**config.mk**
```make
export PLATFORM = sky130hd
export DESIGN_NAME = educell_syndir_arb_flat
export DESIGN_NICKNAME = d
export VERILOG_FILES = /design/src/rtl/educell_syndir_arb_if.sv /design/src/rtl/educell_syndir_arb.sv /design/src/flat_wrapper.sv
export SDC_FILE = /design/constraint.sdc
export NUM_CORES = 1
export LEC_CHECK = 0
export BUFFER_PORTS_ARGS = -buffer_cell sky130_fd_sc_hd__buf_2
export CORE_UTILIZATION = 52
export CTS_BUF_LIST = sky130_fd_sc_hd__clkbuf_4
export CTS_CLUSTER_DIAMETER = 60
export CTS_CLUSTER_SIZE = 24
export DETAILED_ROUTE_END_ITERATION = 6
export GPL_ROUTABILITY_DRIVEN = 0
export PLACE_DENSITY = 0.85
export SLEW_MARGIN = 10
export SYNTH_ARGS = -nofsm -noshare
export SYNTH_HDL_FRONTEND = slang
export SYNTH_SLANG_ARGS = --single-unit
```
**constraint.sdc**
```tcl
create_clock -name clk -period 2.06 [get_ports clk]
set_input_delay 0.103 -clock clk [delete_from_list [all_inputs] [get_ports clk]]
set_output_delay 0.103 -clock clk [all_outputs]
set_load 0.05 [all_outputs]
```
**src/rtl/educell_syndir_arb_if.sv**
```systemverilog
//------------------------------------------------------------------------------
// Module      : educell_syndir_arb_if
// Description : Spike-direction arbiter bus: spike/control inputs and the
//               held direction, flags and capture counter.
// Revision    : 1.0 - initial release
//------------------------------------------------------------------------------
`default_nettype none

interface educell_syndir_arb_if #(
  parameter int NDIR  = 6,
  parameter int CNT_W = 8
);
  logic [NDIR-1:0]  spike_in;
  logic             capture_en;
  logic             clear;
  logic [NDIR-1:0]  syndir;
  logic             syndir_valid;
  logic             multi_hit;
  logic             dropped;
  logic [CNT_W-1:0] cap_cnt;

  modport master (
    output spike_in, capture_en, clear,
    input  syndir, syndir_valid, multi_hit, dropped, cap_cnt
  );

  modport slave (
    input  spike_in, capture_en, clear,
    output syndir, syndir_valid, multi_hit, dropped, cap_cnt
  );
endinterface

`default_nettype wire

```
**src/rtl/educell_syndir_arb.sv**
```systemverilog
//------------------------------------------------------------------------------
// Module      : educell_syndir_arb
// Description : Registered one-hot spike-direction arbiter (fixed priority or
//               round-robin) with hold/clear, sticky flags and capture count.
// Revision    : 1.0 - initial release
//------------------------------------------------------------------------------
`default_nettype none

module educell_syndir_arb #(
  parameter int NDIR      = 6,
  parameter int PRIO_MODE = 0,
  parameter int CNT_W     = 8
) (
  input  wire logic             clk,
  input  wire logic             rst,
  educell_syndir_arb_if.slave   bus
);

  localparam int   c_PTR_W = $clog2(NDIR);
  localparam logic c_IDLE  = 1'b0;
  localparam logic c_HELD  = 1'b1;

  logic             r_state;
  logic             w_state_nxt;
  logic             w_capture;
  logic             w_drop;
  logic             w_any;
  logic             w_multi;
  logic             w_found;
  int               w_probe;
  logic [c_PTR_W-1:0] w_rr_base;
  logic [c_PTR_W-1:0] w_win_idx;
  logic [NDIR-1:0]    w_win_oh;

  logic [NDIR-1:0]  r_syndir;
  logic             r_valid;
  logic             r_multi;
  logic             r_drop;
  logic [CNT_W-1:0] r_cap_cnt;

  assign w_any   = |bus.spike_in;
  assign w_multi = |(bus.spike_in & (bus.spike_in - 1'b1));

  // Search upward from the base index with wrap; fixed priority uses base 0.
  always_comb begin
    w_win_idx = '0;
    w_found   = 1'b0;
    w_probe   = 0;
    for (int i = 0; i < NDIR; i++) begin
      if (!w_found) begin
        w_probe = int'(w_rr_base) + i;
        if (w_probe >= NDIR) w_probe = w_probe - NDIR;
        if (bus.spike_in[w_probe]) begin
          w_found   = 1'b1;
          w_win_idx = c_PTR_W'(w_probe);
        end
      end
    end
  end

  assign w_win_oh = {{(NDIR-1){1'b0}}, 1'b1} << w_win_idx;

  generate
    if (PRIO_MODE == 1) begin : g_rr
      logic [c_PTR_W-1:0] r_rr_ptr;
      logic [c_PTR_W-1:0] w_rr_nxt;

      assign w_rr_nxt  = (w_win_idx == c_PTR_W'(NDIR - 1)) ? '0 : w_win_idx + 1'b1;
      assign w_rr_base = r_rr_ptr;

      always_ff @(posedge clk or posedge rst) begin
        if (rst)            r_rr_ptr <= '0;
        else if (w_capture) r_rr_ptr <= w_rr_nxt;
      end
    end else begin : g_fixed
      assign w_rr_base = '0;
    end
  endgenerate

  // State register
  always_ff @(posedge clk or posedge rst) begin
    if (rst) r_state <= c_IDLE;
    else     r_state <= w_state_nxt;
  end

  // Next-state logic; clear always wins over capture
  always_comb begin
    w_state_nxt = r_state;
    case (r_state)
      c_IDLE:  if (!bus.clear && bus.capture_en && w_any) w_state_nxt = c_HELD;
      c_HELD:  if (bus.clear) w_state_nxt = c_IDLE;
      default: w_state_nxt = c_IDLE;
    endcase
  end

  // Per-state action decode
  always_comb begin
    w_capture = 1'b0;
    w_drop    = 1'b0;
    case (r_state)
      c_IDLE:  w_capture = !bus.clear && bus.capture_en && w_any;
      c_HELD:  w_drop    = !bus.clear && w_any;
      default: ;
    endcase
  end

  always_ff @(posedge clk or posedge rst) begin
    if (rst) begin
      r_syndir  <= '0;
      r_valid   <= 1'b0;
      r_multi   <= 1'b0;
      r_drop    <= 1'b0;
      r_cap_cnt <= '0;
    end else if (bus.clear) begin
      r_syndir <= '0;
      r_valid  <= 1'b0;
      r_multi  <= 1'b0;
      r_drop   <= 1'b0;
    end else if (w_capture) begin
      r_syndir <= w_win_oh;
      r_valid  <= 1'b1;
      r_multi  <= w_multi;
      if (r_cap_cnt != '1) r_cap_cnt <= r_cap_cnt + 1'b1;
    end else if (w_drop) begin
      r_drop <= 1'b1;
    end
  end

  assign bus.syndir       = r_syndir;
  assign bus.syndir_valid = r_valid;
  assign bus.multi_hit    = r_multi;
  assign bus.dropped      = r_drop;
  assign bus.cap_cnt      = r_cap_cnt;

endmodule

`default_nettype wire

```
**src/flat_wrapper.sv**
```systemverilog
// flat-port wrapper written by rule: the top's interface ports become plain ports
module educell_syndir_arb_flat 
#(
  parameter int NDIR      = 6,
  parameter int PRIO_MODE = 0,
  parameter int CNT_W     = 8
)
  (clk, rst, bus_spike_in, bus_capture_en, bus_clear, bus_syndir, bus_syndir_valid, bus_multi_hit, bus_dropped, bus_cap_cnt);
  educell_syndir_arb_if #(.NDIR(NDIR), .CNT_W(CNT_W)) bus_i ();
  input  wire logic clk;
  input  wire logic rst;
  input wire logic [$bits(bus_i.spike_in)-1:0] bus_spike_in;
  input wire logic [$bits(bus_i.capture_en)-1:0] bus_capture_en;
  input wire logic [$bits(bus_i.clear)-1:0] bus_clear;
  output wire logic [$bits(bus_i.syndir)-1:0] bus_syndir;
  output wire logic [$bits(bus_i.syndir_valid)-1:0] bus_syndir_valid;
  output wire logic [$bits(bus_i.multi_hit)-1:0] bus_multi_hit;
  output wire logic [$bits(bus_i.dropped)-1:0] bus_dropped;
  output wire logic [$bits(bus_i.cap_cnt)-1:0] bus_cap_cnt;
  assign bus_i.spike_in = bus_spike_in;
  assign bus_i.capture_en = bus_capture_en;
  assign bus_i.clear = bus_clear;
  assign bus_syndir = bus_i.syndir;
  assign bus_syndir_valid = bus_i.syndir_valid;
  assign bus_multi_hit = bus_i.multi_hit;
  assign bus_dropped = bus_i.dropped;
  assign bus_cap_cnt = bus_i.cap_cnt;
  educell_syndir_arb #(.NDIR(NDIR), .PRIO_MODE(PRIO_MODE), .CNT_W(CNT_W)) u_core (.clk(clk), .rst(rst), .bus(bus_i));
endmodule
```
==> flow_summary.json <==
{
  "cts_resized": 0,
  "clock_path_buffers": 2,
  "layout_common_cells": "26 x buf_2, 18 x dfrtp_1, 9 x nor2_1, 8 x o21ai_0, 6 x nand2_1",
  "relSlewSlack_pct": 56.4,
  "hold_viol": 0,
  "drive_gt1_share_pct": 32.8,
  "grt_util_all_layers_pct": 21.0,
  "ir_drop_mv": 0.853,
  "cts_tree": "yes",
  "yosysUniqueCellTypes": 27,
  "combPwrFrac_pct": 43.4,
  "nFillCells": 128,
  "status": "finished clean",
  "setup_viol": 0,
  "synthCells": 88,
  "cts_hold_buffers": 1,
  "antenna_left": 0,
  "grt.busiest_layer": "met2",
  "fin_crit_sh_pct": 77.9,
  "clk_latency_ns": 0.28,
  "routed_wl_um": 1690,
  "vias_per_cell": 5.16,
  "power.switching_uw": 570,
  "grt_pass1_vias": 701,
  "seqPwrFrac_pct": 42.2,
  "placed_area_sq_um": 1080,
  "power.internal_uw": 639,
  "required_ns": 2.24,
  "timing.hold.ws_ns": 0.100,
  "final_cell_count_no_fill": 143,
  "portBuffers": 26,
  "synth_area_sq_um": 928,
  "syn_avg_cell_area_sq_um": 10.5,
  "path_class": "flop to flop",
  "drt_iter0_drc": 15,
  "cts_sinks": 18,
  "rsz0062_at_grt": "no",
  "worst_path_largest_cell_delay_ns": 0.42,
  "h-tree-depth": 1,
  "die_area_sq_um": 1960,
  "cts_buffers": 3,
  "cp_slowest_cell": "dfrtp_1",
  "min_period_ns": 1.61,
  "crit_path_max_fanout": 4,
  "hold_path.class": "input pin to flop",
  "design.core.area_sq_um": 1590,
  "wl_per_cell_um": 11.8,
  "ys_ff_latch": 18,
  "critPathLaunchType": "flop",
  "clkTransAtPathRegs_ns": 0.10,
  "grt_pass1_wl_um": 3060,
  "drtPass1Iterations": 6,
  "antenna_found_initial": 0,
  "finish.instance_area_sq_um": 1120,
  "cpMostUsedCell": "nor2_1",
  "gr-usage-met3_pct": 3.67,
  "dp_hpwl_um": 1300,
  "max_cap_viol_count": 0,
  "crit_path_end_kind": "flop",
  "globalRoute.totalOverflow": 0,
  "ys_warn_count": 0,
  "place_inst": 138,
  "crit_arrival_ns": 1.79,
  "yosysTopAreaCell": "dfrtp_1",
  "io_pins": 27,
  "grt_max_degree": 19,
  "synth.area.top_cells": "dfrtp_1 49%, nor4_4 4.6%, o21ai_0 4.3%",
  "diodes": 0,
  "gr-usage-met2_pct": 33.5,
  "syn_to_final_growth_pct": 20.8,
  "maxSlewViolCount": 0,
  "synth_top_area_share_pct": 48.5,
  "met1_usage_pct": 29.1,
  "die_h_um": 44.3,
  "cts-root-buf": "clkbuf_4",
  "register_area_sq_um": 450,
  "clock.fmax_mhz": 623,
  "die_w_um": 44.3,
  "clkPwrFrac_pct": 14.3,
  "start_util_pct": 58.2,
  "skew_ns": 0.00312,
  "ys_seq_area_share_pct": 48.5,
  "nets": 131,
  "swShare_pct": 47.1,
  "multiInputGateArea_sq_um": 452,
  "via_count": 738,
  "worstPathCellList": "ha_1 -> nand3_1 -> nor2_1 -> nor2_1 -> mux2_2",
  "worst_slew_pin_slew_ns": 0.653,
  "final.setup.tns_ns": 0,
  "drc": 0,
  "rows": 14,
  "p_leak_nw": 0.527,
  "syn_nets": 99,
  "cellPowerDensity_nw_per_um2": 1080,
  "layout_commonest_cell": "buf_2",
  "postCtsSetupBuffers": 0
}
synthesized netlist by cell type:
cell type	number
dfrtp_1	18
nor2_1	9
o21ai_0	8
nand2_1	6
nand2b_1	5
nand3_1	5
inv_1	4
xor2_1	4
a21oi_1	3
mux2_2	3
nor3_1	3
a32o_1	2
nand4_1	2
nor2b_1	2
nor4_4	2
a21bo_4	1
a21boi_2	1
a311oi_1	1
a31oi_1	1
buf_6	1
ha_1	1
nand3b_1	1
nand4b_1	1
nor3b_4	1
o21a_1	1
or2_2	1
xnor2_1	1
cells by family (layout without fill, tap and decap cells):
family	count (synthesis)	after routing	share of synthesized area (%)
multiplexers	3	3	3.64
AND/OR/NAND/NOR	38	38	25.5
XOR/XNOR	5	5	4.72
AO/OA/AOI/OAI	18	18	13.5
adder cells (fa/ha/maj)	1	1	1.35
flip-flops	18	18	48.5
buffers and inverters	5	36	2.83
sequential cells by signal, summed over array words and instances, names as in the netlist:
signal and cells:
u_core.bus.cap_cnt 8, u_core.r_state 1, u_core.bus.syndir 6, u_core.bus.syndir_valid 1, u_core.bus.multi_hit 1, u_core.bus.dropped 1
area by class of cell:
class / count / share of cell area (%)
Clock buffer: 3 / 2.01
Tap cell: 24 / 2.68
Clock inverter: 1 / 0.335
Sequential cell: 18 / 40.2
Timing Repair Buffer: 28 / 13.2
Multi-Input combinational cell: 65 / 40.3
Inverter: 4 / 1.34
critical path, delay by kind of cell, from the launching register on:
kind	cells	cell delay (ns)
and+or+nand+nor	3	0.59
muxes	1	0.28
DFF	1	0.42
adders and majority gates	1	0.21
power by group through the flow:
stage	registers, mW	clock network, mW	logic (mW)
after CTS	0.511	0.179	0.530
after floorplan	0.756	0	0.158
after detailed placement	0.519	0	0.526
after global placement	0.509	0	0.521
after global routing	0.525	0.195	0.569
final	0.511	0.173	0.525
layer usage:
metal	routed length, um	vias up
li1	-	374
met1	840	346
met2	772	16
met3	63	2
met4	10	0
met5	0	-
path summary, 6_finish.rpt:
path                                       start                     to  slack (ns)  cells after the start
max in group asynchronous                    rst         u_core.r_state        1.20                      3
min                              bus_spike_in[4]   u_core.bus.syndir[4]        0.10                      3
max reg2reg                u_core.bus.cap_cnt[0]  u_core.bus.cap_cnt[1]        0.45                      5
min reg2reg                   u_core.bus.dropped     u_core.bus.dropped        0.50                      2
max                        u_core.bus.cap_cnt[0]  u_core.bus.cap_cnt[1]        0.45                      5
min in group asynchronous                    rst  u_core.bus.cap_cnt[7]        0.44                      3
stage by stage:
step	worst slack (ns)	utilization, %	power [mW]
final	0.455	70.3	1.21
after global routing	0.349	70.3	1.29
after CTS	0.461	70.3	1.22
after detailed placement	0.489	68.1	1.04
after global placement	0.554	68.1	1.03
after floorplan	0.216	-	0.913
No activity file was read; power rests on OpenSTA's default activity.
